### src/rtl/multi_cond_sequencer_if.sv
// rtl/multi_cond_sequencer_if.sv - condition/arm/clear inputs and tracker/sequencer status outputs
//
// Signals:
//   cond        [N_COND]         condition pulses, one bit per channel
//   start       [1]              arm request
//   clear       [1]              synchronous clear of tracker and sequencer
//   latched     [N_COND]         sticky record of the conditions seen
//   count       [clog2(N_COND+1)] popcount of latched
//   first_idx   [clog2(N_COND)]  index of the first condition latched
//   first_valid [1]              first_idx holds a meaningful value
//   state       [3]              sequencer state code
//   active/done/fault [1 each]   sequencer status flags
// Modports: master drives cond/start/clear; slave (the sequencer) drives the rest.

interface multi_cond_sequencer_if #(
    parameter int N_COND = 4
);
    localparam int CW = $clog2(N_COND + 1);
    localparam int IW = $clog2(N_COND);

    logic [N_COND-1:0] cond;
    logic              start;
    logic              clear;
    logic [N_COND-1:0] latched;
    logic [CW-1:0]     count;
    logic [IW-1:0]     first_idx;
    logic              first_valid;
    logic [2:0]        state;
    logic              active;
    logic              done;
    logic              fault;

    modport master (
        output cond, start, clear,
        input  latched, count, first_idx, first_valid, state, active, done, fault
    );

    modport slave (
        input  cond, start, clear,
        output latched, count, first_idx, first_valid, state, active, done, fault
    );
endinterface

### src/rtl/multi_cond_sequencer.sv
// rtl/multi_cond_sequencer.sv - sticky condition tracker feeding an arm/complete/done sequencer
//
// Ports:
//   clk    in   clock, rising edge
//   reset  in   asynchronous, active-high reset
//   bus    multi_cond_sequencer_if.slave (cond/start/clear in; latched/count/
//          first_idx/first_valid/state/active/done/fault out)
// Parameters:
//   N_COND          number of condition channels (2..16)
//   TIMEOUT_CYCLES  maximum ARMED dwell in cycles (>=1), used only with SEQ_TIMEOUT_EN
// Configuration macro:
//   SEQ_TIMEOUT_EN  when defined, an ARMED dwell counter forces FAULT on timeout;
//                   when undefined, there is no counter and fault is tied low.

module multi_cond_sequencer #(
    parameter int N_COND         = 4,
    parameter int TIMEOUT_CYCLES = 16
) (
    input  logic                       clk,
    input  logic                       reset,
    multi_cond_sequencer_if.slave      bus
);
    localparam int CW = $clog2(N_COND + 1);
    localparam int IW = $clog2(N_COND);

    if (N_COND < 2 || N_COND > 16 || TIMEOUT_CYCLES < 1) begin : g_param_check
        $error("multi_cond_sequencer: parameter out of legal range");
    end

    typedef enum logic [2:0] {
        S_IDLE     = 3'd0,
        S_ARMED    = 3'd1,
        S_COMPLETE = 3'd2,
        S_DONE     = 3'd3,
        S_FAULT    = 3'd4
    } state_t;

    // ---------------------------------------------------------------
    // Condition tracker
    // ---------------------------------------------------------------
    logic [N_COND-1:0] r_latched;
    logic [IW-1:0]     r_first_idx;
    logic              r_first_valid;
    logic [CW-1:0]     w_count;
    logic [IW-1:0]     w_low_idx;

    always_comb begin
        w_count = '0;
        for (int i = 0; i < N_COND; i++) begin
            w_count = w_count + CW'(r_latched[i]);
        end
    end

    // Descending scan so the lowest set index is the one left standing.
    always_comb begin
        w_low_idx = '0;
        for (int i = N_COND - 1; i >= 0; i--) begin
            if (bus.cond[i]) begin
                w_low_idx = IW'(i);
            end
        end
    end

    always_ff @(posedge clk or posedge reset) begin
        if (reset) begin
            r_latched     <= '0;
            r_first_idx   <= '0;
            r_first_valid <= 1'b0;
        end else if (bus.clear) begin
            r_latched     <= '0;
            r_first_idx   <= '0;
            r_first_valid <= 1'b0;
        end else begin
            r_latched <= r_latched | bus.cond;
            // Capture only on the empty -> non-empty transition.
            if (r_latched == '0 && bus.cond != '0) begin
                r_first_idx   <= w_low_idx;
                r_first_valid <= 1'b1;
            end
        end
    end

    // ---------------------------------------------------------------
    // ARMED dwell timeout
    // ---------------------------------------------------------------
    state_t r_state;
    logic   w_timeout;

`ifdef SEQ_TIMEOUT_EN
    localparam int TW = $clog2(TIMEOUT_CYCLES + 1);
    logic [TW-1:0] r_timer;

    // Zero outside ARMED so every entry starts from 0; counts ARMED cycles.
    always_ff @(posedge clk or posedge reset) begin
        if (reset) begin
            r_timer <= '0;
        end else if (bus.clear || r_state != S_ARMED) begin
            r_timer <= '0;
        end else begin
            r_timer <= r_timer + TW'(1);
        end
    end

    assign w_timeout = (r_timer == TW'(TIMEOUT_CYCLES - 1));
`else
    assign w_timeout = 1'b0;
`endif

    // ---------------------------------------------------------------
    // Sequencer
    // ---------------------------------------------------------------
    state_t w_next;
    logic   r_active;
    logic   r_done;
    logic   r_fault;

    always_comb begin
        w_next = S_IDLE;
        if (!bus.clear) begin
            case (r_state)
                S_IDLE:     w_next = (bus.start && r_latched != '0) ? S_ARMED : S_IDLE;
                // Completion is checked before timeout so it wins a tie.
                S_ARMED:    w_next = (&r_latched) ? S_COMPLETE :
                                     (w_timeout   ? S_FAULT : S_ARMED);
                S_COMPLETE: w_next = S_DONE;
                S_DONE:     w_next = S_DONE;
                S_FAULT:    w_next = S_FAULT;
                default:    w_next = S_IDLE;
            endcase
        end
    end

    // Status flags are registered from the next state so they stay a
    // pure decode of the state register without extra output logic.
    always_ff @(posedge clk or posedge reset) begin
        if (reset) begin
            r_state  <= S_IDLE;
            r_active <= 1'b0;
            r_done   <= 1'b0;
            r_fault  <= 1'b0;
        end else begin
            r_state  <= w_next;
            r_active <= (w_next == S_ARMED) || (w_next == S_COMPLETE);
            r_done   <= (w_next == S_DONE);
            r_fault  <= (w_next == S_FAULT);
        end
    end

    // ---------------------------------------------------------------
    // Outputs
    // ---------------------------------------------------------------
    assign bus.latched     = r_latched;
    assign bus.count       = w_count;
    assign bus.first_idx   = r_first_idx;
    assign bus.first_valid = r_first_valid;
    assign bus.state       = r_state;
    assign bus.active      = r_active;
    assign bus.done        = r_done;
`ifdef SEQ_TIMEOUT_EN
    assign bus.fault       = r_fault;
`else
    assign bus.fault       = 1'b0;
`endif

endmodule

### src/flat_wrapper.sv
// flat-port wrapper written by rule: the top's interface ports become plain ports
module multi_cond_sequencer_flat 
#(
    parameter int N_COND         = 4,
    parameter int TIMEOUT_CYCLES = 16
)
  (clk, reset, bus_cond, bus_start, bus_clear, bus_latched, bus_count, bus_first_idx, bus_first_valid, bus_state, bus_active, bus_done, bus_fault);
  multi_cond_sequencer_if #(.N_COND(N_COND)) bus_i ();
  input  logic clk;
  input  logic reset;
  input wire logic [$bits(bus_i.cond)-1:0] bus_cond;
  input wire logic [$bits(bus_i.start)-1:0] bus_start;
  input wire logic [$bits(bus_i.clear)-1:0] bus_clear;
  output wire logic [$bits(bus_i.latched)-1:0] bus_latched;
  output wire logic [$bits(bus_i.count)-1:0] bus_count;
  output wire logic [$bits(bus_i.first_idx)-1:0] bus_first_idx;
  output wire logic [$bits(bus_i.first_valid)-1:0] bus_first_valid;
  output wire logic [$bits(bus_i.state)-1:0] bus_state;
  output wire logic [$bits(bus_i.active)-1:0] bus_active;
  output wire logic [$bits(bus_i.done)-1:0] bus_done;
  output wire logic [$bits(bus_i.fault)-1:0] bus_fault;
  assign bus_i.cond = bus_cond;
  assign bus_i.start = bus_start;
  assign bus_i.clear = bus_clear;
  assign bus_latched = bus_i.latched;
  assign bus_count = bus_i.count;
  assign bus_first_idx = bus_i.first_idx;
  assign bus_first_valid = bus_i.first_valid;
  assign bus_state = bus_i.state;
  assign bus_active = bus_i.active;
  assign bus_done = bus_i.done;
  assign bus_fault = bus_i.fault;
  multi_cond_sequencer #(.N_COND(N_COND), .TIMEOUT_CYCLES(TIMEOUT_CYCLES)) u_core (.clk(clk), .reset(reset), .bus(bus_i));
endmodule
### config.mk
export PLATFORM = sky130hd
export DESIGN_NAME = multi_cond_sequencer_flat
export DESIGN_NICKNAME = d
export VERILOG_FILES = /design/src/rtl/multi_cond_sequencer_if.sv /design/src/rtl/multi_cond_sequencer.sv /design/src/flat_wrapper.sv
export SDC_FILE = /design/constraint.sdc
export NUM_CORES = 1
export LEC_CHECK = 0
export CAP_MARGIN = 20
export CELL_PAD_IN_SITES_DETAIL_PLACEMENT = 2
export CELL_PAD_IN_SITES_GLOBAL_PLACEMENT = 2
export CORE_MARGIN = 10
export CORE_UTILIZATION = 22
export CTS_CLUSTER_DIAMETER = 150
export DETAILED_ROUTE_END_ITERATION = 8
export HOLD_SLACK_MARGIN = 0.12
export PLACE_DENSITY = 0.78
export SYNTH_ARGS = -nofsm -noshare
export SYNTH_HDL_FRONTEND = slang
export SYNTH_SLANG_ARGS = --single-unit
### constraint.sdc
create_clock -name clk -period 1.93 [get_ports clk]
set_input_delay 0.579 -clock clk [delete_from_list [all_inputs] [get_ports clk]]
set_output_delay 0.579 -clock clk [all_outputs]
set_load 0.02 [all_outputs]
After elaboration in Yosys (flattened, before gate mapping). Cells that the tools add are included.

Add/subtract/negate cells: 3. Eq/ne operators: 7. Mux-type cells: 13. Bitwise operators: 1. Reduce and logical (&&, ||, !) cells: 10.

Operators by type and width (number): 2-bit 2-to-1 mux (7); 3-bit by 2-bit equality test with 1-bit output, second input constant (4); 3-bit one-hot mux with 4 select lines (1); 4-bit nonzero test (2); 3-bit by 1-bit adder with 3-bit output (2); 3-bit by 1-bit equality test with 1-bit output, second input constant (2); 4-bit logical NOT (1); 4-bit 2-to-1 mux (1); 4-bit bitwise OR (1); 4-bit AND reduction (1); 3-bit equality test, second input constant (1); 3-bit logical NOT (1); 1-bit 2-to-1 mux (3); 3-bit 2-to-1 mux (1); 1-bit by 1-bit adder with 2-bit output (1); 1-bit logical AND (2); 2-bit nonzero test (1); 2-bit OR reduction (1); 1-bit logical OR (1).

Register bits: 12. Output and inout port bits: 16. Word-level logic and storage cells: 40.

Depth between registers and ports, before layout.
Depth after elaboration: 7. Depth in mapped cells: 6. Gate-level depth less buffers: 5.

Worst setup path after synthesis. Ideal clock, no wire load.

Kind: register to output. From: register u_core.r_latched[0], in the netlist u_core.bus.latched[0]. To: output bus_count[1]. Arrival time: 1.567 ns. Required time: 1.351 ns. Slack: -0.216 ns. Stages on the path, launching flop included: 5. Buffers on the path: 0. Cells stage by stage: dfrtp_1 -> inv_1 -> ha_1 -> fa_1 -> ha_1.

Cells in the longest elaborated chain, start to end: 3.

RTL lines: start: declaration (line multi_cond_sequencer.sv:41) `logic [N_COND-1:0] r_latched;`; start signal: assignment (line multi_cond_sequencer.sv:74) `r_latched <= r_latched | bus.cond;`; 1-bit by 1-bit adder with 2-bit output (line multi_cond_sequencer.sv:50) `w_count = w_count + CW'(r_latched[i]);`; 3-bit by 1-bit adder with 3-bit output (2 in series) (line multi_cond_sequencer.sv:50); end: declaration (line flat_wrapper.sv:15) `output wire logic [$bits(bus_i.count)-1:0] bus_count;`.

No other way between the ends.

Final worst setup path. Ends and elaborated chain as after synthesis.

==> results summary <==
The count of pins over their slew limit came out at 0. The post-synthesis cell count is 54. The top cell types in the final layout, fill and taps aside, are sky130_fd_sc_hd__clkdlybuf4s50_1 (12), sky130_fd_sc_hd__nor2_1 (11), sky130_fd_sc_hd__dfrtp_1 (10). The power share of the combinational group came out at 0.275.

The data arrival time of the critical path came out at 1.70 ns. The highest achievable clock rate came out at 440 MHz. STA classifies the critical path endpoint as an output port. The data required time of the worst path is 1.35 ns.

The signal on the critical path passes through inv_2 > ha_4 > fa_2 > ha_4 > buf_6. The number of antenna violations at the first check in global routing is 0. The post-synthesis cell area came out at 584 sq um. The part of the total power dissipated in the clock network is 0.307. Counting stages on the worst path, the most repeated cell is sky130_fd_sc_hd__ha_4. 0 antenna diodes ended up in the layout. For this run, the total global-route usage over all layers was measured as 0.0753. In this run, CTS created clock tree buffers numbering 3. The post-synthesis cell type count is 25. The cts-stage hold buffer count came out at 0. The maximum number of pins on one net before global-route repair is 13. The worst setup path is of the reg -> out kind. Setup violations remaining at the end of the flow were counted as 3. The area share of fa/ha/maj cells after synthesis is 0.0985. After detailed placement, the design holds a cell count of 109. The routed wirelength normalized by instance count is 16.0 microns. The worst setup margin came out at -0.345 ns. The fraction of final layout cells sized beyond drive strength 1 came out at 0.298. The remaining design rule violation count came out at 0.

The static leakage power came out at 0.435 nW. STA classifies the critical path startpoint as a register. The net count of the finished layout is 97. The total power density per cell area is 711 nW/um^2. The share of synthesized area occupied by flip-flops and latches came out at 0.514.

In this run the standard cell core region covers 2500 sq um. The via density per instance is 4.57. The clock sink total is 12.

The number of DRC markers after the initial detailed-route iteration came out at 9. The Yosys step of the flow raised 0 warnings. The placed wire-length estimate came out at 1500 microns. Leaving out fill and tap cells, the most frequent cell in the layout is sky130_fd_sc_hd__clkdlybuf4s50_1. Of the total power, the share spent switching nets is 0.292. Of the total synthesized cell area, the portion taken by XOR and XNOR cells is 0. For the worst-skew pair, the clock arrives at the later sink with an insertion delay of 0.28 ns. The tool flagged a number of max-cap violations equal to 0. The count of input and output buffers is 22. TritonCTS built the clock tree.

The shortest period the worst path allows came out at 2.27 ns. The first-pass iteration count of the detailed router is 3. The total via count in the routed design is 521.

For this design, the slowest cell found on the critical path is sky130_fd_sc_hd__dfrtp_2. The switching power is 0.194 mW. The final weighted congestion in routability-driven placement is 0.712. Setup repair after global routing could not meet its margin everywhere. The synthesis-to-finish area growth came out at 59.7%. The post-detailed-route count of antenna-violating nets is 0. The stage delay of the slowest cell on the critical path is 0.41 ns. The worst-case clock buffer depth came out at 2. After synthesis, the largest family of logic cells by area is simple AND/OR/NAND/NOR gates. Summed over all layers, the routed wires come to 1820 microns.

The simple-gate share of the synthesized area is 0.178. The final hold violation count came out at 0. Dividing the synthesized area by the synthesized cell count gives 10.8 sq um. The cell-internal power came out at 0.470 mW. The path class of the lowest-slack min-delay path is reg -> reg. The clock tree skew after final layout is 0.00247 ns. The buffer cell driving the clock tree root is sky130_fd_sc_hd__clkbuf_4. The run finished, with violations left. In the final timing run, aggregate negative setup slack is -0.855 ns. The starting density of the core is 0.234. VDD sags by at most 0.000323 V.

The deepest level of the CTS H-tree is 1. Clock-pin slew was measured on the worst setup and hold paths at 0.08 ns. After global routing the overflow that remains totals 0. The non-filler instance count after layout came out at 114.

In this run, synthesis produced a sequential element count of 12. The maximum net fanout on the critical path came out at 2. The compound-cell area share of the yosys netlist is 0.133. The floorplan step set the die width to 71.5 microns. The vertical die dimension came out at 71.5 microns.

The utilization of the core after routing came out at 0.373. Of the post-synthesis cell area, the part taken by muxes is 0. The checks that failed: negative setup slack. The number of global-route vias before repair came to 648.

The final critical-path share of the clock period is 1.18. The global-route wire length before repair came out at 3130 microns. The number of nets in the synthesized netlist is 66. The sequential share of power is 0.418. The die footprint came out at 5120 sq um. The initialized floorplan defines 18 standard-cell rows. Pin placement for this block handled 24 I/O pins.
==> repair_timing <==
| item | in CTS | in global routing |
|---|---|---|
| endpoints found under the setup margin | 10 | 3 |
| resized for setup | 25 | 0 |
| pin swaps | 3 | 0 |
| buffers inserted | 1 | 0 |
==> worst max-delay path: cells and delay by family, from the launching register on <==
family | cells | cell delay [ns]
DFF | 1 | 0.41
adders and majority gates | 3 | 0.82
buffers and inverters | 2 | 0.19
==> kinds of logic after synthesis <==
family | after synthesis
AO/OA/AOI/OAI | 8
adder cells (fa/ha/maj) | 4
AND/OR/NAND/NOR | 21
buffers and inverters | 8
other | 1
flip-flops | 12
==> synthesized netlist by cell type <==
library cell / instances / share of area
sky130_fd_sc_hd__o221a_1: 1 / 0.019
sky130_fd_sc_hd__a41oi_1: 1 / 0.015
sky130_fd_sc_hd__a21oi_2: 1 / 0.015
sky130_fd_sc_hd__o32ai_2: 1 / 0.028
sky130_fd_sc_hd__a221oi_2: 1 / 0.026
sky130_fd_sc_hd__or3b_1: 1 / 0.015
sky130_fd_sc_hd__nand2_1: 1 / 0.0064
sky130_fd_sc_hd__o21a_1: 1 / 0.013
sky130_fd_sc_hd__nor3_1: 2 / 0.017
sky130_fd_sc_hd__or2_2: 1 / 0.011
sky130_fd_sc_hd__nor2b_1: 1 / 0.011
sky130_fd_sc_hd__ha_1: 3 / 0.064
sky130_fd_sc_hd__clkbuf_1: 1 / 0.0064
sky130_fd_sc_hd__buf_6: 1 / 0.019
sky130_fd_sc_hd__nor3b_1: 1 / 0.013
sky130_fd_sc_hd__conb_1: 1 / 0.0064
sky130_fd_sc_hd__dfrtp_1: 12 / 0.51
sky130_fd_sc_hd__nor4_1: 1 / 0.011
sky130_fd_sc_hd__nor4b_1: 1 / 0.015
sky130_fd_sc_hd__fa_1: 1 / 0.034
sky130_fd_sc_hd__inv_1: 5 / 0.032
sky130_fd_sc_hd__nand3_1: 1 / 0.0086
sky130_fd_sc_hd__buf_4: 1 / 0.013
sky130_fd_sc_hd__a21oi_1: 2 / 0.017
sky130_fd_sc_hd__nor2_1: 11 / 0.071
==> cell type report <==
class,count,area (sq um)
Inverter,5,18.8
Multi-Input combinational cell,34,270
Clock buffer,4,36.3
Tap cell,30,37.5
Sequential cell,12,303
Fill cell,281,1570
Timing Repair Buffer,29,268
==> final timing paths <==
| check | startpoint | end | slack (ns) | depth (start not counted) |
|---|---|---|---|---|
| max | u_core.bus.latched[0] | bus_count[1] | -0.34 | 5 |
| max in group asynchronous | reset | u_core.bus.latched[0] | 0.98 | 2 |
| min in group asynchronous | reset | u_core.bus.first_valid | 0.61 | 2 |
| min reg2reg | u_core.bus.first_valid | u_core.bus.first_valid | 0.51 | 1 |
| min | u_core.bus.first_valid | u_core.bus.first_valid | 0.51 | 1 |
| max reg2reg | u_core.bus.latched[3] | u_core.bus.state[0] | 0.37 | 4 |
==> per-layer routing <==
metal	up-vias	part of all wire	global-route usage
met2	18	0.52	0.134
met4	0	0.0055	0.00645
met5	-	0	0
met1	260	0.38	0.0736
li1	240	-	-
met3	3	0.097	0.0496
==> power by group through the flow <==
stage                     logic (mW)  clock network [mW]  registers [mW]
after detailed placement       0.187                   0           0.283
after floorplan               0.0844                   0           0.302
after CTS                      0.189               0.213           0.279
after global routing           0.202               0.231           0.281
after global placement         0.178                   0           0.282
final                          0.183               0.204           0.278
==> state kept, by name, indices dropped and copies added, names as in the netlist <==
| register | flops |
|---|---|
| u_core.bus.first_idx | 2 |
| u_core.bus.state | 3 |
| u_core.bus.first_valid | 1 |
| u_core.bus.done | 1 |
| u_core.bus.active | 1 |
| u_core.bus.latched | 4 |
==> metrics by stage <==
step / setup WS (ns) / total power [mW] / hold slack (ns) / area [sq um]
floorplan: -0.0483 / 0.386 / 0.444 / 614
global placement: -0.525 / 0.460 / 0.488 / 895
detailed placement: -0.572 / 0.470 / 0.487 / 895
CTS: -0.366 / 0.681 / 0.515 / 933
global route: -0.422 / 0.713 / 0.552 / 933
finish: -0.345 / 0.664 / 0.505 / 933
(Power assumes the default switching activity.)
==> RTL change (same flow settings) <==
Build with the macro `SEQ_TIMEOUT_EN` defined.
--- a/src/rtl/multi_cond_sequencer.sv
+++ b/src/rtl/multi_cond_sequencer.sv
@@ -11,6 +11,8 @@
 // Configuration macro:
 //   SEQ_TIMEOUT_EN  when defined, an ARMED dwell counter forces FAULT on timeout;
 //                   when undefined, there is no counter and fault is tied low.
+
+`define SEQ_TIMEOUT_EN
 
 module multi_cond_sequencer #(
     parameter int N_COND         = 4,
Check against the original RTL: same outputs for any inputs over 10 cycles, from zero or initial values and one cycle with reset high; that may be too few to reach the edited logic, so the function may still have changed.
==> RTL change against the original RTL <==
The run still ends with negative setup slack left; total power is 37% higher; sequential cell count is 6 higher; clock power is 50% higher; wire length is 35% higher; setup slack better by 18 ps; cell area is 36% higher; combinational power is 7% higher; synthesized cell count is 41% higher; area after synthesis is 41% higher; critical endpoint unchanged.
==> RTL change: results (changes against the original RTL) <==
[run_status]
violations=negative setup slack
status=finished, violations left

[cells_and_area]
nNetsFinal=127  ; +31%
drive_above_1_share_pct=25.0  ; -4.8 points

[yosys]
yosys.area_share.adder_pct=10.0  ; +0.18 points
synth_compound_area_share_pct=11.2  ; -2.0 points
synth_area_leaders=dfrtp_1 55%, ha_1 7.6%, nor2_1 7.3%
ys_seq_area_share_pct=54.7  ; +3.3 points

[sta]
setup_viol=3  ; unchanged
finalHoldWorstSlack_ps=464  ; -40.8 ps
finalWorstSetupSlack_ps=-327  ; +17.5 ps
finalSetupTns_ps=-800  ; +55.2 ps

[pwr]
p_int_w=0.000671  ; +43%
leakage_nw=0.576  ; +33%
peakVddDrop_v=0.000230  ; -29%
clock_power_w=0.000307  ; +50%

[critical_path]
rr_startpoint=u_core.bus.latched[1]
r2r_cells=7  ; +3
critPathArrivalTime_ps=1680  ; -20 ps
worstReg2RegEnd=u_core.bus.fault

[global_routing]
grtUsageMet3_pct=1.88  ; -3.1 points
grt_pass1_wl_um=3930  ; +26%

[worst_hold_path]
holdCritStartpoint=u_core.r_timer[0]

[routing]
wl_met1_um=893  ; +30%
wl_met3_um=99  ; -44%

[place]
placed_area_um2=1210  ; +35%
numPortBuffers=23  ; +4.5%

[RTL change: worst max-delay path by stage]
stage | end | slack (ps) | startpoint | cells after the start
global route | bus_count[1] | -380 | u_core.bus.latched[1] | 5
floorplan | bus_count[1] | -50 | u_core.bus.latched[1] | 4
CTS | bus_count[1] | -340 | u_core.bus.latched[1] | 5
detailed placement | bus_count[1] | -560 | u_core.bus.latched[1] | 5
finish | bus_count[1] | -330 | u_core.bus.latched[1] | 5
global placement | bus_count[1] | -520 | u_core.bus.latched[1] | 5
[RTL change: what timing repair did]
action / in CTS / in global routing
endpoints found under the setup margin: 8 / 3
gates cloned: 0 / 0
resized for setup: 23 / 0
setup buffers: 0 / 1
pin swaps: 1 / 0
[RTL change: area by class of cell]
| type | count | area share, % |
|---|---|---|
| multi-input combinational | 49 | 28.8 |
| timing repair buffer | 34 | 24.4 |
| inverter | 7 | 2.07 |
| clock buffer | 4 | 4.33 |
| tap | 48 | 4.73 |
| sequential | 18 | 35.7 |
